**src/rtl/adc_spi_sampler.sv**
```systemverilog
// Continuous sampler for an ADC128S022-style 12-bit SPI ADC, with optional
// power-of-two averaging of consecutive conversions.
module adc_spi_sampler #(
  parameter int unsigned CLK_HZ   = 25_000_000,
  parameter int unsigned SCLK_DIV = 13,
  parameter int unsigned CHANNEL  = 0,
  parameter int unsigned AVG_LOG2 = 2,
  parameter int unsigned CS_GAP   = 16
) (
  input  logic        clk,
  input  logic        rst,
  input  logic        en,
  output logic        adc_cs_n,
  output logic        adc_sclk,
  output logic        adc_din,
  input  logic        adc_dout,
  output logic [11:0] d_signal,
  output logic        d_valid
);

  localparam int unsigned CNT_MAX = (SCLK_DIV > CS_GAP) ? SCLK_DIV : CS_GAP;
  localparam int unsigned CNT_W   = $clog2(CNT_MAX);
  localparam int unsigned ACC_W   = 12 + AVG_LOG2;
  localparam int unsigned SCNT_W  = AVG_LOG2 + 1;

  localparam logic [CNT_W-1:0]  DIV_TC    = CNT_W'(SCLK_DIV - 1);
  localparam logic [CNT_W-1:0]  GAP_TC    = CNT_W'(CS_GAP - 1);
  localparam logic [SCNT_W-1:0] SCNT_LAST = SCNT_W'((1 << AVG_LOG2) - 1);
  localparam logic [15:0]       CTRL      = {2'b00, 3'(CHANNEL), 11'd0};

  // Elaboration-time parameter sanity (ADC128S022 SCLK max is 3.2 MHz).
  if (SCLK_DIV < 2 || CS_GAP < 1 || AVG_LOG2 > 4 || CHANNEL > 7 ||
      (CLK_HZ / (2 * SCLK_DIV)) > 3_200_000) begin : g_bad_params
    $error("adc_spi_sampler: illegal parameter combination");
  end

  typedef enum logic [2:0] {IDLE, SETUP, SHIFT, HOLD, GAP} state_t;

  state_t             state_q;
  logic [CNT_W-1:0]   cnt_q;
  logic               half_q;
  logic [3:0]         bit_q;
  logic [11:0]        shreg_q;
  logic               done_q;
  logic [ACC_W-1:0]   acc_q;
  logic [SCNT_W-1:0]  scnt_q;
  logic               cs_n_q;
  logic               sclk_q;
  logic               din_q;
  logic [11:0]        dsig_q;
  logic               dval_q;
  logic [ACC_W-1:0]   acc_sum_d;

  // Only the low 12 bits of the 16-bit frame are kept; the leading zeros shift out.
  assign acc_sum_d = acc_q + ACC_W'(shreg_q);

  always_ff @(posedge clk) begin
    if (rst) begin
      state_q <= IDLE;
      cnt_q   <= '0;
      half_q  <= 1'b0;
      bit_q   <= '0;
      shreg_q <= '0;
      done_q  <= 1'b0;
      acc_q   <= '0;
      scnt_q  <= '0;
      cs_n_q  <= 1'b1;
      sclk_q  <= 1'b1;
      din_q   <= 1'b0;
      dsig_q  <= '0;
      dval_q  <= 1'b0;
    end else begin
      dval_q <= 1'b0;
      done_q <= 1'b0;

      // Accumulate the sample completed on the previous cycle.
      if (done_q) begin
        if (scnt_q == SCNT_LAST) begin
          dsig_q <= 12'(acc_sum_d >> AVG_LOG2);
          dval_q <= 1'b1;
          acc_q  <= '0;
          scnt_q <= '0;
        end else begin
          acc_q  <= acc_sum_d;
          scnt_q <= scnt_q + SCNT_W'(1);
        end
      end

      case (state_q)
        IDLE: begin
          if (en) begin
            state_q <= SETUP;
            cs_n_q  <= 1'b0;
            cnt_q   <= '0;
          end
        end
        SETUP: begin
          if (cnt_q == DIV_TC) begin
            state_q <= SHIFT;
            cnt_q   <= '0;
            half_q  <= 1'b0;
            bit_q   <= '0;
            sclk_q  <= 1'b0;
            din_q   <= CTRL[15];
          end else begin
            cnt_q <= cnt_q + CNT_W'(1);
          end
        end
        SHIFT: begin
          if (cnt_q == DIV_TC) begin
            cnt_q <= '0;
            if (!half_q) begin
              half_q  <= 1'b1;
              sclk_q  <= 1'b1;
              shreg_q <= {shreg_q[10:0], adc_dout};
              if (bit_q == 4'd15) begin
                done_q <= 1'b1;
              end
            end else if (bit_q == 4'd15) begin
              state_q <= HOLD;
            end else begin
              half_q <= 1'b0;
              sclk_q <= 1'b0;
              bit_q  <= bit_q + 4'd1;
              din_q  <= CTRL[4'd14 - bit_q];
            end
          end else begin
            cnt_q <= cnt_q + CNT_W'(1);
          end
        end
        HOLD: begin
          if (cnt_q == DIV_TC) begin
            state_q <= GAP;
            cs_n_q  <= 1'b1;
            cnt_q   <= '0;
          end else begin
            cnt_q <= cnt_q + CNT_W'(1);
          end
        end
        GAP: begin
          if (cnt_q == GAP_TC) begin
            cnt_q <= '0;
            if (en) begin
              state_q <= SETUP;
              cs_n_q  <= 1'b0;
            end else begin
              state_q <= IDLE;
            end
          end else begin
            cnt_q <= cnt_q + CNT_W'(1);
          end
        end
        default: begin
          state_q <= IDLE;
          cs_n_q  <= 1'b1;
          sclk_q  <= 1'b1;
          cnt_q   <= '0;
        end
      endcase
    end
  end

  assign adc_cs_n = cs_n_q;
  assign adc_sclk = sclk_q;
  assign adc_din  = din_q;
  assign d_signal = dsig_q;
  assign d_valid  = dval_q;

endmodule

```
**config.mk**
```make
export PLATFORM = sky130hd
export DESIGN_NAME = adc_spi_sampler
export DESIGN_NICKNAME = d
export VERILOG_FILES = /design/src/rtl/adc_spi_sampler.sv
export SDC_FILE = /design/constraint.sdc
export NUM_CORES = 1
export LEC_CHECK = 0
export CAP_MARGIN = 20
export CORE_ASPECT_RATIO = 1.4
export CORE_MARGIN = 5
export CORE_UTILIZATION = 40
export CTS_BUF_LIST = sky130_fd_sc_hd__clkbuf_4
export CTS_CLUSTER_DIAMETER = 100
export DETAILED_ROUTE_END_ITERATION = 8
export GPL_ROUTABILITY_DRIVEN = 0
export PLACE_DENSITY = 0.62
export SETUP_SLACK_MARGIN = 0.4
export SLEW_MARGIN = 40
export SYNTH_ARGS = -nofsm -noshare
export SYNTH_HDL_FRONTEND = slang
export SYNTH_SLANG_ARGS = --single-unit
```
**constraint.sdc**
```tcl
create_clock -name clk -period 3 [get_ports clk]
set_clock_uncertainty 0.1 [all_clocks]
set_input_delay 0.3 -clock clk [delete_from_list [all_inputs] [get_ports clk]]
set_output_delay 0.3 -clock clk [all_outputs]
set_load 0.005 [all_outputs]
```
# After elaboration in Yosys (flattened, before gate mapping)
# Memory sizes are Yosys's and may differ from the RTL's.
# Index checks and enable logic that the tools add are counted.
[word_totals]
ff_bits = 58
mem_bits_ro = 16
input_bits = 4
output_inout_bits = 16
word_cells = 96
n_memories = 1
[op_classes]
add_sub_neg = 5
magnitude_cmp = 1
eq_ne = 17
muxes = 39
n_bitwise = 6
reduce_logical = 14
[mem_list]
columns = ["name", "words", "word_bits", "read_ports", "rd_ports_with_merged_regs", "write_ports", "line", "text"]
rows = [
  ["(name not given)", 16, 1, 1, 0, 0, "125", "din_q <= CTRL[4'd14 - bit_q];"],
]
[op_table]
columns = ["op", "n"]
rows = [
  ["2-to-1 mux 4 bit", 7],
  ["2-to-1 mux 3 bit", 8],
  ["2-to-1 mux 1 bit", 16],
  ["inequality test 2 bit, second input constant", 8],
  ["one-hot mux 3 bit (5 select lines)", 1],
  ["adder 14 x 12 -> 14 bit", 1],
  ["2-to-1 mux 14 bit", 1],
  ["== test 4 bit, second input constant", 3],
  ["one-hot mux 4 bit (3 select lines)", 1],
  ["== test 3 x 2 -> 1 bit, second input constant", 3],
  ["AND reduction 3 bit", 3],
  ["adder 4 x 1 -> 4 bit, second input constant", 2],
  ["one-hot mux 4 bit (2 select lines)", 1],
  ["AND reduction 7 bit", 1],
  ["NOT 1 bit", 6],
  ["OR reduction 3 bit", 2],
  ["less-than comparator 4 x 5 -> 1 bit, second input constant", 1],
  ["AND reduction 5 bit", 1],
  ["one-hot mux 1 bit (2 select lines)", 2],
  ["one-hot mux 1 bit (4 select lines)", 1],
  ["AND reduction 4 bit", 1],
  ["OR reduction 2 bit", 2],
  ["OR reduction 4 bit", 1],
  ["subtractor 4 bit, first input constant", 1],
  ["other kinds (8)", 8],
]

# Depth between registers and ports, before layout
# Gate-level depths: netlist of run 1.
[logic_depth]
depth_word = 7
depth_mapped = 9

# Worst setup path before layout of run 1
# OpenSTA, ideal clock, no wires.
[synth_timing]
path_kind = "flip-flop to flip-flop"
startpoint = "register shreg_q[0]"
endpoint = "register dsig_q[10] (netlist: d_signal[10])"
setup_ps = 120
arrival_time_ps = 1812
required_ps = 2780
setup_slack_ps = 968
stages_incl_launch_ff = 10
period_less_slack_ps = 2032
path_cell_list = "dfxtp_1 > ha_1 > inv_1 > fa_1 > nor2b_1 > o31a_1 > o31ai_2 > a21oi_1 > nor4b_1 > a211o_1"
[synth_between]
elab_chain_len = 1
[synth_lines]
columns = ["item", "line", "text"]
rows = [
  ["start: declaration", "43", "logic [11:0] shreg_q;"],
  ["start signal: assignment", "115", "shreg_q <= {shreg_q[10:0], adc_dout};"],
  ["adder 14 x 12 -> 14 bit", "55", "assign acc_sum_d = acc_q + ACC_W'(shreg_q);"],
  ["end signal: assignment", "79", "dsig_q <= 12'(acc_sum_d >> AVG_LOG2);"],
  ["end: declaration", "50", "logic [11:0] dsig_q;"],
]
# Every way passes these cells.
# A chain may end at the register's enable or synchronous reset.

# Worst setup path after layout of run 1
# Same ends and word-level chain as after synthesis.

==> results of run 1 <==
[power by group]
group          internal (mW)  switching, mW  leakage, nW
logic                 0.0170         0.0296        0.702
clock network          0.238          0.272       0.0688
registers              0.759        0.00535        0.460
[sequential cells by signal, summed over array words and instances (netlist names)]
signal	count
d_signal	12
adc_cs_n	1
bit_q	4
done_q	1
d_valid	1
acc_q	14
cnt_q	4
state_q	3
adc_sclk	1
shreg_q	12
half_q	1
scnt_q	3
[worst max-delay path, delay by kind of cell (launching register included)]
family                   cells  cell delay [ns]
AO/OA/AOI/OAI                4             0.83
adder cells (fa/ha/maj)      2             0.56
buffers and inverters        1             0.05
flip-flops                   1             0.36
AND/OR/NAND/NOR              2             0.27
[cell usage in the layout (no fill, tap or decap), types with 3 or more instances in the layout]
cell type,instances
clkbuf_4,9
o21ai_0,10
dfxtp_1,57
mux2i_1,14
ha_1,16
clkinv_2,3
a31oi_1,4
or3_1,4
nor3b_1,6
inv_1,10
a22oi_1,7
a21oi_1,28
nor2_1,45
a22o_1,4
clkdlybuf4s50_1,17
xnor2_1,12
nand3b_1,4
nand2b_1,6
nand4_1,3
a21o_1,6
nand2_1,24
nor3_1,11
buf_4,4
o31ai_1,3
nand3_1,12
nor2b_1,7
[through the flow]
stage	hold slack, ns	setup WS [ns]	instance area [sq um]	utilization
2_1_floorplan	0.3292	0.9680	2890	-
3_3_place_gp	0.3454	0.8230	3148	0.4480
3_5_place_dp	0.3473	0.7489	3148	0.4480
4_1_cts	0.1776	0.7299	3264	0.4646
5_1_grt	0.2012	0.4809	3264	0.4646
6_report	0.2108	0.7275	3264	0.4646
[routing by layer]
metal | global-route usage | vias to the layer above | part of all wire
met5 | 0 | - | 0
li1 | - | 1223 | -
met4 | 0.07095 | 0 | 0.027
met1 | 0.1723 | 1110 | 0.45
met3 | 0.05619 | 13 | 0.042
met2 | 0.2364 | 40 | 0.48
[synth_stat cells (2+ instances only)]
master / count
dfxtp_1: 57
nor2_1: 45
a21oi_1: 28
nand2_1: 24
ha_1: 16
mux2i_1: 14
nand3_1: 12
xnor2_1: 12
nor3_1: 11
clkbuf_1: 10
inv_1: 10
o21ai_0: 10
a22oi_1: 7
nor2b_1: 7
a21o_1: 6
nand2b_1: 6
nor3b_1: 6
a22o_1: 4
a31oi_1: 4
nand3b_1: 4
or3_1: 4
nand4_1: 3
o31ai_1: 3
a21oi_2: 2
buf_2: 2
buf_4: 2
nand4b_1: 2
o31a_1: 2
[worst paths after layout]
path,startpoint,slack [ns],end,depth (start not counted)
setup / recovery,shreg_q[0],0.73,d_signal[10],9
hold reg to reg,d_signal[7],0.36,d_signal[7],2
setup reg to reg,shreg_q[0],0.73,d_signal[10],9
hold / removal,rst,0.21,acc_q[2],2
[kinds of logic (layout without fill, tap and decap cells)]
kind of cell,after synthesis,count (layout),share of synthesized area
DFF,57,57,0.3948
adders and majority gates,17,17,0.07619
muxes,14,14,0.04848
other,1,1,0.001297
and+or+nand+nor,129,129,0.2221
AOI/OAI and AO/OA,78,78,0.1805
buffers and inverters,26,47,0.03723
xor gates and xnor gates,13,13,0.03939
[layout make-up]
cell class                 instances  share of cell area
inverter                          11             0.01265
clock buffer                       9             0.02070
timing repair buffer              22             0.06286
tap                               95             0.03641
sequential                        57              0.3496
multi-input combinational        252              0.5029
clock inverter                     5             0.01495
==> metrics.cfg, run 1 <==
[logic_synthesis]
synthTopCellsByArea=dfxtp_1 39%, ha_1 6.9%, nor2_1 5.8%, a21oi_1 4.8%, mux2i_1 4.8%
synth_ff_type=dfxtp_1
ys_seq_area_frac=0.3948
synth_cell_types=50
synth_edf_count=0
ys_ff_latch=57
synth_top_area_frac=0.3948
synth_nets=356
async_flop_share=0
synth.cell_area_sq_um=2890
syn_avg_cell_area_sq_um=8.628
yosys.area.top_type=dfxtp_1
netlist_instances=335
yosys_warnings=0

[clocking]
htreeDepth=3
clk_pin_slew_ns=0.10
tritoncts=done
cts.sinks=57
post_cts_buffers=0
clockRootBuffer=clkbuf_4
ctsResizeCount=0
cts_made_buffers=9
clk_latency_ns=0.40
clockBufferDepth=2
hold_buffers=0

[critical_path]
cp-start-kind=register
path_class=register to register
crit_path_cell_trace=ha_1 > inv_1 > fa_1 > nor2b_1 > o31a_1 > o31ai_2 > a21oi_1 > nor4b_1 > a211o_1
crit_arrival_ns=2.46
cp_max_fo=4
crit_path_top_delay_cell=fa_1
cp-end-kind=register
required_ns=3.19
slowest_delay_ns=0.39

[global_routing]
grt_usage=0.1490
grt_pass1_vias=2334
antenna_found_initial=0
grt_pass1_wl_um=10550
grt-ovfl-total=0
grt_max_degree=35

[sta]
fin_crit_sh=0.7575
fmax_mhz=440.0
min_period_ns=2.272
final-setup-viol-count=0
maxSlewViolCount=0
worst_slew_pin_slew_ns=0.6014
slew_headroom=0.5976
rsz0062_at_grt=no
hold_viol_final=0
setup-tns-final_ns=0

[finish]
num-fill-cells=744
area_delta_synth_final_pct=12.94
layout-drive-gt1-share=0.07865
finish.net_count=374
seq_area_sq_um=1141
final_cells=451
diodes=0
multi_input_area_sq_um=1642

[min_path]
hp-class=input pin to register

[pwr]
vdd_drop_max_mv=0.2463
leakagePower_nw=1.231
fin_total_pwr_mw=1.321
cellPowerDensity_nw_per_um2=404.8

[placement]
dp.cells=437
portBuffers=18
dp_hpwl_um=4352

[die]
placementRows=36
initial_core_util=0.4113
num_io_pins=20
coreArea_sq_um=7027
dieArea_sq_um=9049
die_y_um=110.6
dieWidth_um=81.84

[route]
drtIter0Drc=151
drt-total-wl_um=6020
routed-via-count=2386
drc_errors=0
avgRoutedWirePerCell_um=13.35
vias_per_cell=5.290
ant_nets=0
drt_pre_antenna_iters=4

[run_status]
outcome=complete, no violations

[flow_run]
max_cap_violations=0

(Power assumes the default switching activity.)
==> run 2, diff against run 1 <==
clock period = 2.3 ns   (was 3 ns; I/O delays follow)
==> run 2 against run 1 <==
Against the previous run:
- critical path type unchanged
- wire length grew 7.4%
- worst setup slack lost 0.53 ns
- clock-buffer cell count grew 1
- clock power grew 11%
- final cell count grew 4.7%
- sequential share of layout area shrank 3.0 points
- first-iteration DRC count shrank 22%
==> metrics.cfg, run 2 (synthesis gave the netlist of run 1 again) <==
[sta]
hold_viol_final=0  ; unchanged
min_period_ns=2.098  ; -0.1746 ns
slew_headroom=0.5773  ; -0.02028
fin_crit_sh=0.9121  ; +0.1546
maxSlewViolCount=0  ; unchanged
rsz0062_at_grt=yes
final-setup-viol-count=0  ; unchanged
worst_slew_pin_slew_ns=0.6332  ; +0.03178 ns
fmax_mhz=476.7  ; +8.3%
setup-tns-final_ns=0  ; unchanged

[route]
vias_per_cell=5.350  ; +1.1%
avgRoutedWirePerCell_um=13.70  ; +2.7%
drc_errors=0  ; unchanged
drt_pre_antenna_iters=4  ; unchanged
drt-total-wl_um=6468  ; +7.4%
drtIter0Drc=118  ; -22%
routed-via-count=2525  ; +5.8%
ant_nets=0  ; unchanged

[clocking]
clockBufferDepth=2  ; unchanged
tritoncts=done
clk_pin_slew_ns=0.10  ; about the same
clk_latency_ns=0.40  ; about the same
cts.sinks=57  ; unchanged
clockRootBuffer=clkbuf_4
hold_buffers=0  ; unchanged
htreeDepth=3  ; unchanged
cts_made_buffers=9  ; unchanged

[global_routing]
grt_pass1_wl_um=10680  ; +1.2%
grt_max_degree=27  ; -23%
grt_usage=0.1490  ; about the same
grt_pass1_vias=2342  ; +0.34%
grt-ovfl-total=0  ; unchanged
antenna_found_initial=0  ; unchanged

[critical_path]
required_ns=2.54  ; -0.65 ns
cp-end-kind=register
cp_max_fo=4  ; unchanged
path_class=register to register
r2r_slack_ns=0.20  ; -0.53 ns
cp-start-kind=register
crit_arrival_ns=2.33  ; -0.13 ns

[finish]
largest_reg_flops=14  ; unchanged
diodes=0  ; unchanged
layout_commonest_cell=dfxtp_1
seq_area_sq_um=1156  ; +1.3%
mostFrequentLayoutCells=47 x dfxtp_1, 44 x nor2_1, 26 x a21oi_1, 24 x nand2_1, 23 x buf_4
area_delta_synth_final_pct=25.11
num-fill-cells=670  ; -9.9%
layout-drive-gt1-share=0.2122  ; +0.1335
multi_input_area_sq_um=1852  ; +13%
fin_util=0.5146  ; +0.05003
finish.net_count=393  ; +5.1%
largest_register=acc_q

[die]
num_io_pins=20  ; unchanged
initial_core_util=0.4113  ; unchanged
die_y_um=110.6  ; unchanged
dieArea_sq_um=9049  ; unchanged
dieWidth_um=81.84  ; unchanged
coreArea_sq_um=7027  ; unchanged
placementRows=36  ; unchanged

[run_status]
outcome=complete, no violations

[pwr]
leakagePower_nw=1.326  ; +7.8%
internal_power_mw=1.230  ; +21%
vdd_drop_max_mv=0.2295  ; -6.8%
p_seq_frac=0.612  ; +0.033
clkPwrFrac=0.349  ; -0.037
switching_share=0.2449  ; +0.01272
cellPowerDensity_nw_per_um2=450.5  ; +11%
p_switching_uw=398.9  ; +30%
combPwrFrac=0.040  ; +0.005

[flow_run]
max_cap_violations=0  ; unchanged

[placement]
dp_hpwl_um=4418  ; +1.5%
portBuffers=18  ; unchanged

[min_path]
hp-class=input pin to register

==> run 2: per-stage QoR <==
step | setup WS [ns] | hold slack (ns) | area, sq um | power (mW) | std cells
floorplan | 0.3264 | 0.2771 | 2940 | 1.063 | 335
global placement | 0.2377 | 0.3460 | 3221 | 1.082 | 440
detailed placement | 0.1772 | 0.3478 | 3221 | 1.083 | 440
CTS | 0.1899 | 0.1436 | 3501 | 1.660 | 469
global route | 0.1248 | 0.1860 | 3616 | 1.710 | 472
finish | 0.2022 | 0.1707 | 3616 | 1.629 | 472
==> run 2: power groups by stage <==
stage               Clock, mW  Combinational [mW]  Sequential (mW)
finish                  0.568              0.0645            0.997
global placement            0              0.0615             1.02
floorplan                   0              0.0462             1.02
CTS                     0.600              0.0629            0.996
detailed placement          0              0.0620             1.02
global route            0.641              0.0711            0.998
==> run 2: worst paths after layout <==
check,from,end,cells after the start
worst max-delay path,shreg_q[0],acc_q[12],9
worst min-delay path,rst,acc_q[4],2
worst max register to register,shreg_q[0],acc_q[12],9
worst min register to register,d_signal[3],d_signal[3],2
==> run 2: per-layer routing <==
layer / track usage / vias to the layer above / part of all wire
li1: - / 1261 / -
met1: 0.1784 / 1209 / 0.46
met2: 0.2380 / 39 / 0.49
met3: 0.03909 / 16 / 0.024
met4: 0.07761 / 0 / 0.032
met5: 0 / - / 0
==> run 2: area by class of cell <==
cell class	count	area share
tap	95	0.03287
sequential	57	0.3197
multi-input combinational	252	0.5121
clock inverter	6	0.006920
clock buffer	10	0.02076
timing repair buffer	41	0.09619
inverter	11	0.01142
==> run 2: repair_timing <==
action                                 in CTS  in global routing
setup endpoints to repair                  28                 27
cloned                                      0                  0
endpoints found under the hold margin       0                  0
pin swaps                                  14                  8
resized for setup                          18                 17
buffers inserted                           13                  3
==> run 2: critical path, cell delays in order (launching register included) <==
cell     delay (ns)
dfxtp_2        0.34
ha_4           0.16
inv_2          0.05
fa_2           0.19
nor2b_2        0.04
o31a_1         0.29
o31ai_4        0.28
a21oi_2        0.11
or3_1          0.32
a31oi_1        0.15
